==> src/rtl/operand_fetch.sv <==
// Purpose : operand fetch stage with register-file read, same-cycle write-back bypass and busy-bit scoreboard.
// Latency : 1 cycle from accept (in_valid && in_ready) to out_valid with registered operands.
// Backpr. : single output register; in_ready drops on hazard, flush, reset or a held entry that is not consumed.
//
// Ports:
//   clk, rst                    sole clock and synchronous active-high reset
//   in_valid/in_ready           upstream handshake; in_rs1/in_rs2/in_rd/in_rd_wr/in_payload instruction fields
//   rf_a1/rf_a2, rf_rd1/rf_rd2  register file read address out, combinational read data in
//   wb_en/wb_addr/wb_data       write-back port (bypass source and scoreboard clear)
//   flush                       drop the held instruction and release its destination
//   out_valid/out_ready         downstream handshake; out_op1/out_op2/out_rd/out_rd_wr/out_payload held fields
//   stall_cnt                   saturating count of cycles an instruction waited on a hazard
module operand_fetch #(
    parameter int XLEN = 32,
    parameter int NREG = 32
) (
    input  logic            clk,
    input  logic            rst,
    input  logic            in_valid,
    output logic            in_ready,
    input  logic [4:0]      in_rs1,
    input  logic [4:0]      in_rs2,
    input  logic [4:0]      in_rd,
    input  logic            in_rd_wr,
    input  logic [31:0]     in_payload,
    output logic [4:0]      rf_a1,
    output logic [4:0]      rf_a2,
    input  logic [XLEN-1:0] rf_rd1,
    input  logic [XLEN-1:0] rf_rd2,
    input  logic            wb_en,
    input  logic [4:0]      wb_addr,
    input  logic [XLEN-1:0] wb_data,
    input  logic            flush,
    output logic            out_valid,
    input  logic            out_ready,
    output logic [XLEN-1:0] out_op1,
    output logic [XLEN-1:0] out_op2,
    output logic [4:0]      out_rd,
    output logic            out_rd_wr,
    output logic [31:0]     out_payload,
    output logic [15:0]     stall_cnt
);

    localparam logic [0:0] ST_EMPTY = 1'b0;
    localparam logic [0:0] ST_FULL  = 1'b1;

    logic [0:0]      r_state;
    logic [0:0]      w_state_nxt;
    logic [NREG-1:0] r_busy;
    logic [NREG-1:0] w_busy_nxt;
    logic [XLEN-1:0] r_op1;
    logic [XLEN-1:0] r_op2;
    logic [4:0]      r_rd;
    logic            r_rd_wr;
    logic [31:0]     r_payload;
    logic [15:0]     r_stall_cnt;

    logic            w_wb_rs1;
    logic            w_wb_rs2;
    logic            w_wb_rd;
    logic            w_haz_rs1;
    logic            w_haz_rs2;
    logic            w_haz_rd;
    logic            w_hazard;
    logic            w_in_ready;
    logic            w_accept;
    logic [XLEN-1:0] w_op1;
    logic [XLEN-1:0] w_op2;

    assign rf_a1 = in_rs1;
    assign rf_a2 = in_rs2;

    // A write-back landing this cycle both supplies the value and retires the busy bit,
    // so it cancels the hazard on that register.
    assign w_wb_rs1 = wb_en && (wb_addr == in_rs1);
    assign w_wb_rs2 = wb_en && (wb_addr == in_rs2);
    assign w_wb_rd  = wb_en && (wb_addr == in_rd);

    // busy[0] is held at zero, so x0 sources can never hazard.
    assign w_haz_rs1 = r_busy[in_rs1] && !w_wb_rs1;
    assign w_haz_rs2 = r_busy[in_rs2] && !w_wb_rs2;
    assign w_haz_rd  = in_rd_wr && (in_rd != 5'd0) && r_busy[in_rd] && !w_wb_rd;
    assign w_hazard  = w_haz_rs1 || w_haz_rs2 || w_haz_rd;

    assign w_in_ready = !rst && !flush && !w_hazard && ((r_state == ST_EMPTY) || out_ready);
    assign w_accept   = in_valid && w_in_ready;

    assign w_op1 = (in_rs1 == 5'd0) ? '0 : (w_wb_rs1 ? wb_data : rf_rd1);
    assign w_op2 = (in_rs2 == 5'd0) ? '0 : (w_wb_rs2 ? wb_data : rf_rd2);

    always_comb begin
        w_state_nxt = r_state;
        if (flush) begin
            w_state_nxt = ST_EMPTY;
        end else if (w_accept) begin
            w_state_nxt = ST_FULL;
        end else if (out_ready) begin
            w_state_nxt = ST_EMPTY;
        end
    end

    // Clears are applied before the set so an issuing instruction that targets the
    // register being written back keeps it busy.
    always_comb begin
        w_busy_nxt = r_busy;
        if (wb_en && (wb_addr != 5'd0)) begin
            w_busy_nxt[wb_addr] = 1'b0;
        end
        if (flush && (r_state == ST_FULL) && r_rd_wr && (r_rd != 5'd0)) begin
            w_busy_nxt[r_rd] = 1'b0;
        end
        if (w_accept && in_rd_wr && (in_rd != 5'd0)) begin
            w_busy_nxt[in_rd] = 1'b1;
        end
        w_busy_nxt[0] = 1'b0;
    end

    always_ff @(posedge clk) begin
        if (rst) begin
            r_state <= ST_EMPTY;
            r_busy  <= '0;
        end else begin
            r_state <= w_state_nxt;
            r_busy  <= w_busy_nxt;
        end
    end

    // Output fields only change on accept, so a held entry stays stable under backpressure.
    always_ff @(posedge clk) begin
        if (rst) begin
            r_op1     <= '0;
            r_op2     <= '0;
            r_rd      <= '0;
            r_rd_wr   <= 1'b0;
            r_payload <= '0;
        end else if (w_accept) begin
            r_op1     <= w_op1;
            r_op2     <= w_op2;
            r_rd      <= in_rd;
            r_rd_wr   <= in_rd_wr;
            r_payload <= in_payload;
        end
    end

    always_ff @(posedge clk) begin
        if (rst) begin
            r_stall_cnt <= '0;
        end else if (in_valid && w_hazard && !flush && (r_stall_cnt != 16'hFFFF)) begin
            r_stall_cnt <= r_stall_cnt + 16'd1;
        end
    end

    assign in_ready    = w_in_ready;
    assign out_valid   = (r_state == ST_FULL);
    assign out_op1     = r_op1;
    assign out_op2     = r_op2;
    assign out_rd      = r_rd;
    assign out_rd_wr   = r_rd_wr;
    assign out_payload = r_payload;
    assign stall_cnt   = r_stall_cnt;

endmodule

==> config.mk <==
export PLATFORM = sky130hd
export DESIGN_NAME = operand_fetch
export DESIGN_NICKNAME = d
export VERILOG_FILES = /design/src/rtl/operand_fetch.sv
export SDC_FILE = /design/constraint.sdc
export NUM_CORES = 1
export LEC_CHECK = 0
export CAP_MARGIN = 20
export CORE_MARGIN = 2
export CORE_UTILIZATION = 42
export DETAILED_ROUTE_END_ITERATION = 10
export PLACE_DENSITY = 0.78
export SLEW_MARGIN = 20
export SYNTH_ARGS = -nofsm -noshare
export SYNTH_HDL_FRONTEND = slang
export SYNTH_SLANG_ARGS = --single-unit
==> constraint.sdc <==
create_clock -name clk -period 5.4 [get_ports clk]
set_input_delay 1.62 -clock clk [delete_from_list [all_inputs] [get_ports clk]]
set_output_delay 1.62 -clock clk [all_outputs]
set_load 0.01 [all_outputs]
==> qor.txt, run 1 <==
Startpoint Class - input pin
Total Routing Usage GR - 0.2804
Peak Freq - 187.3 MHz
Clk pwr share - 0.434
clock skew - 0.01162 ns
Cells after Synth - 925
IO Pins - 285
RSZ-0062 raised after global routing - false
Post-Syn Area - 0.008227 mm²
starting DRC count in detailed routing - 642
NetSw - 716.7 µW
Initial Utilization - 0.4255
Worst-Margin Slew - 0.9614 ns
fraction of registers with async set/reset - 0
Final Slew Violations - 0
crit path from - in_rd[2]
Flop pwr share - 0.406
CTS tree - built
GRT overflow - 0
Internal - 2082 µW
Post-synth EDFFs - 0
largest net degree at the start of global routing - 88
Primary FF master, synth - dfxtp_1
Synth warnings - 0
Site Rows - 51
synthesized net count - 1081
Core Box Area - 0.01933 mm²
clock transition at the registers of the reported paths - 0.06 ns
RR Endpoint - out_op1[0]$_SDFFE_PP0P_
combinational share of power - 0.160
relative slew slack - 0.3591
fin util - 0.6282
number of port buffers - 284
MaxCap Viol Count - 0
Worst EP required - 3.78 ns
die footprint - 0.02072 mm²
Detailed Routing Iterations Pass 1 - 7
cts bufs inserted - 17
R2R depth - 10
final hold vios - 0
Synth Register Bits - 150
Final Worst Setup Slack - 0.06183 ns
Switching Share - 0.2561
Final #Nets - 1346
DRC violations left - 0
worst hold stages - 2
via-per-instance ratio - 5.845
Die Span X - 144.0 µm
kind of critical path - input pin to output pin
Avg Cell Area, Syn - 8.894 µm²
share of layout cells above drive strength 1 - 0.1216
Lkg Pwr - 0.004032 µW
Clock Tree Buf Depth - 2
Area Growth Syn to Fin - 47.64%
crit end category - output pin
Pwr Density - 230.4 mW/mm²
Placed Cells incl. Taps - 1433
vias in the first global route - 8164
non-filler cells, final - 1468
synth unique cells - 49
pre-CTS setup slack - -0.6347 ns
Worst Hold Class - flop to flop
Seq/Total Area, Yosys - 0.3650
CP Max Fanout - 6
worst reg2reg setup slack - 2.06 ns
CP Capture Point - in_ready
crit path time final - 5.338 ns
CTS H-tree lvls - 4
Root Driver - clkbuf_16
Hold Startpoint - out_payload[25]$_SDFFE_PP0P_
Post-DP HPWL - 20.53 mm
origin of the critical flop-to-flop path - r_busy[29]$_SDFF_PP0_
Die Y - 144.0 µm
Final ANT Viol Nets - 0
Clk Latency, worst-skew pair - 0.42 ns
DRT Wirelength - 29.84 mm
period utilization - 0.9886
initial antenna violation count - 2
clock tree sinks - 150
Peak VDD IR - 0.0002142 V
outcome - finished, final reports clean
final setup violation count - 0
Avg WL per Cell - 20.33 µm
Worst Path Arrival - 3.72 ns
Placer Congestion - 1.031
vias - 8581
first-pass GRT wire length - 44.97 mm
[how the worst min path moves through the flow]
stage | to | slack [ns]
after floorplan | out_payload[0]$_SDFFE_PP0P_ | 0.50
after global placement | out_payload[13]$_SDFFE_PP0P_ | 0.46
after detailed placement | out_payload[1]$_SDFFE_PP0P_ | 0.47
after CTS | out_payload[1]$_SDFFE_PP0P_ | 0.47
after global routing | out_payload[17]$_SDFFE_PP0P_ | 0.50
final | out_payload[25]$_SDFFE_PP0P_ | 0.47
[per-layer routing]
layer  wire length, µm  vias up  global-route usage  share of wire
met5                 0        -                   0              0
met4              1480        0              0.1352          0.050
met3              2460      103             0.08397          0.082
met2             13840      388              0.4356           0.46
met1             12060     4065              0.3558           0.40
li1                  -     4025                   -              -
[what timing repair did]
action                     CTS  global route
buffers inserted             0             2
hold buffers                 0             0
gates resized for setup     13             6
setup endpoints to repair    1             1
pin swaps                    4             4
cloned                       1             0
[state kept, by name (all words and copies together) (netlist names)]
signal,flops
out_op1,32
out_op2,32
out_payload,32
r_busy,31
stall_cnt,16
out_rd,5
out_rd_wr,1
out_valid,1
[power groups by stage]
stage                     registers [µW]  clock network [µW]  logic (µW)
final                               1140                1220         447
after CTS                           1140                1230         440
after floorplan                     1170                   0         189
after global routing                1140                1280         477
after detailed placement            1160                   0         438
after global placement              1160                   0         436
[cell families after synthesis]
family	share of synthesized area
mux	0.1446
simple gates	0.1611
fa+ha+maj	0.001521
xor+xnor	0.01597
compound gates	0.2522
flops	0.3650
buf+inv	0.05962
[cell type report]
cell class / instances / area, µm²
antenna: 2 / 5.005
clock buffer: 19 / 442.9
clock inverter: 11 / 152.6
fill: 1636 / 7189
inverter: 6 / 22.52
multi-input combinational: 664 / 4803
sequential: 150 / 3003
tap: 265 / 331.6
timing repair buffer: 351 / 3385
[worst max-delay path: stages]
cell and delay, ns:
clkdlybuf4s50_1 0.55, or3b_2 0.56, o22ai_1 0.16, nor3_1 0.07, o211ai_1 0.32, a211oi_4 0.13
and2_4 0.17, buf_2 0.13
[cells in the mapped netlist, drive strengths merged, types with 2 or more instances]
master | n | area [µm²]
dfxtp | 150 | 3003
o21ai | 104 | 550.5
mux2i | 84 | 840.8
o31ai | 79 | 593.1
clkbuf | 72 | 270.3
nor2b | 66 | 412.9
nand3 | 57 | 285.3
a21oi | 53 | 265.3
buf | 33 | 197.7
o211ai | 32 | 240.2
o221ai | 25 | 219.0
nand2 | 23 | 86.33
or4 | 17 | 127.6
mux4 | 14 | 315.3
xor2 | 12 | 105.1
and3 | 10 | 62.56
nand3b | 10 | 75.07
nor2 | 10 | 37.54
o2111ai | 7 | 61.31
and2 | 6 | 37.54
inv | 6 | 22.52
a211oi | 5 | 42.54
o22ai | 5 | 31.28
or2 | 5 | 31.28
nand2b | 4 | 25.02
nor4 | 4 | 31.28
or3b | 4 | 35.03
mux2 | 3 | 33.78
nand4 | 3 | 18.77
nor3 | 3 | 15.01
or3 | 3 | 18.77
xnor2 | 3 | 26.28
a22oi | 2 | 15.01
a31oi | 2 | 12.51
[per-stage QoR]
step | hold WS, ns | area (µm²) | TNS [ns] | power (µW)
finish | 0.4736 | 12150 | 0 | 2799
floorplan | 0.4984 | 8240 | 0 | 1357
CTS | 0.4738 | 12080 | 0 | 2802
detailed placement | 0.4652 | 11470 | -0.6347 | 1599
global route | 0.5007 | 12150 | 0 | 2893
global placement | 0.4597 | 11470 | -0.6475 | 1596
[cell usage in the layout, fill, tap and decap left out, types with 4 or more instances in the layout]
cell             synthesis  layout
o22ai_1                  5       5
o21ai_0                 96      96
or2_2                    5       5
clkbuf_16                0      17
a21oi_1                 53      53
clkdlybuf4s50_1          0     276
or3b_2                   4       4
inv_1                    6       6
and3_1                  10       8
mux2i_1                 84      84
nand2b_1                 4       4
o21ai_2                  8       8
or4_1                   17      17
o211ai_1                32      32
nand3_1                 57      57
mux4_2                  14      14
o221ai_1                25      24
o2111ai_1                7       7
o31ai_1                 79      78
nand2_1                 23      21
nand3b_1                10      10
nor2_1                  10      10
dlygate4sd2_1            0       4
xor2_1                  12      12
dfxtp_1                150     150
and2_1                   6       5
nor2b_1                 66      66
buf_4                   12      61
(Power assumes the default switching activity.)
==> run 2, diff against run 1 <==
Settings changed: CELL_PAD_IN_SITES_DETAIL_PLACEMENT from default to 1, CELL_PAD_IN_SITES_GLOBAL_PLACEMENT from default to 1, CORE_MARGIN 2 to 5, CORE_UTILIZATION 42 to 30, PLACE_DENSITY 0.78 to default, PLACE_DENSITY_LB_ADDON from default to 0.1.
==> run 2 against run 1 <==
  * Combinational power up 3%
  * Critical path depth up 1
  * Clock skew up 0.0059 ns
  * Hold slack better by 0.0065 ns
  * First-iteration DRC count down 17%
  * Sequential power about the same
  * Power up 2.1%
  * Setup slack worse by 0.0091 ns
  * Largest power group unchanged
==> qor.txt, run 2 (synthesis gave the netlist of run 1 again) <==
Peak VDD IR - 0.0001947 V
origin of the critical flop-to-flop path - r_busy[27]$_SDFF_PP0_
first-pass GRT wire length - 54.05 mm
crit path time final - 5.347 ns
kind of critical path - input pin to output pin
CTS tree - built
Detailed Routing Iterations Pass 1 - 5
commonest cells after routing, fill and taps aside - clkdlybuf4s50_1 (275), dfxtp_1 (150), o21ai_0 (96)
Die Y - 175.6 µm
Worst Hold Class - flop to flop
Hold Startpoint - out_payload[2]$_SDFFE_PP0P_
initial antenna violation count - 5
Final #Nets - 1348
Area Growth Syn to Fin - 49.38%
GRT overflow - 0
Clk Latency, worst-skew pair - 0.44 ns
Total Routing Usage GR - 0.2213
Final ANT Viol Nets - 0
Initial Utilization - 0.3052
Placed Cells incl. Taps - 1509
CP Max Fanout - 7
Root Driver - clkbuf_16
IO Pins - 285
Peak Freq - 187.0 MHz
Final Worst Setup Slack - 0.05270 ns
non-filler cells, final - 1548
outcome - finished, final reports clean
Post-DP HPWL - 24.40 mm
Clock Tree Buf Depth - 2
DRC violations left - 0
crit path from - in_rd[2]
pre-CTS setup slack - -0.6926 ns
largest net degree at the start of global routing - 104
commonest non-fill, non-tap cell in the layout - clkdlybuf4s50_1
Worst EP required - 3.78 ns
crit end category - output pin
clock transition at the registers of the reported paths - 0.07 ns
Placer Congestion - 0.8519
clock tree sinks - 150
Pwr Density - 232.5 mW/mm²
Final Slew Violations - 0
# hold bufs at CTS - 0
starting DRC count in detailed routing - 530
Worst Path Arrival - 3.73 ns
Core Box Area - 0.02695 mm²
MaxCap Viol Count - 0
number of port buffers - 284
final setup violation count - 0
final setup TNS - 0 ns
relative slew slack - 0.3641
# fillers - 3069
fin util - 0.4560
Site Rows - 60
via-per-instance ratio - 5.459
clock skew - 0.01748 ns
die footprint - 0.03083 mm²
Lkg Pwr - 0.004067 µW
cts bufs inserted - 17
Worst-Margin Slew - 0.9538 ns
final hold vios - 0
period utilization - 0.9902
Avg WL per Cell - 22.58 µm
DRT Wirelength - 34.96 mm
Die Span X - 175.6 µm
vias in the first global route - 9050
Startpoint Class - input pin
share of layout cells above drive strength 1 - 0.1246
vias - 8450
CTS H-tree lvls - 4
-- run 2: changes by cell type in the layout (fill, tap and decap cells not counted), moves of 2 or more --
| cell | before | now |
|---|---|---|
| inv_8 | 0 | 3 |
| clkinv_8 | 0 | 2 |
| buf_2 | 2 | 0 |
| buf_4 | 61 | 64 |
| inv_6 | 1 | 5 |
| clkinvlp_4 | 3 | 1 |
| clkinv_4 | 3 | 0 |
-- run 2: what timing repair did --
| item | CTS | global route |
|---|---|---|
| pin swaps | 4 | 3 |
| hold endpoints to repair | 0 | 0 |
| resized for setup | 15 | 4 |
| gates cloned | 0 | 1 |
| setup buffers | 2 | 2 |
| endpoints found under the setup margin | 1 | 1 |
-- run 2: worst paths after layout --
path | to | slack (ns) | cells past startpoint
worst max-delay path | in_ready | 0.05 | 9
worst min-delay path | out_payload[2]$_SDFFE_PP0P_ | 0.48 | 2
worst max register to register | out_op1[5]$_SDFFE_PP0P_ | 2.16 | 9
worst min register to register | out_payload[2]$_SDFFE_PP0P_ | 0.48 | 2
-- run 2: per-stage QoR --
| stage | total power (µW) | cell area, µm² | hold slack (ns) |
|---|---|---|---|
| 4_1_cts | 2890 | 12230 | 0.4794 |
| 6_report | 2857 | 12290 | 0.4801 |
| 5_1_grt | 2975 | 12290 | 0.5047 |
| 3_3_place_gp | 1617 | 11590 | 0.4616 |
| 2_1_floorplan | 1357 | 8240 | 0.4984 |
| 3_5_place_dp | 1619 | 11590 | 0.4696 |
-- run 2: power by group --
| part | switching, µW | leakage, µW | total (µW) | internal, µW |
|---|---|---|---|---|
| sequential | 11.2 | 0.00121 | 1140 | 1120 |
| combinational | 237 | 0.00256 | 460 | 223 |
| clock | 559 | 0.000296 | 1260 | 703 |
| total | 807 | 0.00407 | 2860 | 2050 |
-- run 2: final cells by class --
class                      count  area [µm²]  share of cell area
timing repair buffer         353        3430              0.2791
sequential                   150        3003              0.2443
inverter                       6       22.52            0.001833
tap                          341       426.7             0.03472
clock buffer                  17       425.4             0.03462
clock inverter                14       182.7             0.01486
multi-input combinational    664        4792              0.3899
antenna                        3       7.507           0.0006109
-- run 2: worst max-delay path: stages --
cell and delay [ns]:
clkdlybuf4s50_1 0.55, buf_4 0.19, nand3b_1 0.17, o22ai_1 0.11
nor3_2 0.21, o211ai_1 0.19, a211oi_4 0.37, and2_4 0.21
buf_6 0.10
-- run 2: metal layers --
metal  share of wire  wire length (µm)  GRT usage  vias to the layer above
met5         0.00054                19          0                        -
met4           0.025               858    0.06595                        4
met3           0.073              2539    0.07921                       54
met2            0.48             16750     0.3599                      246
met1            0.42             14790     0.2763                     4109
li1                -                 -          -                     4037
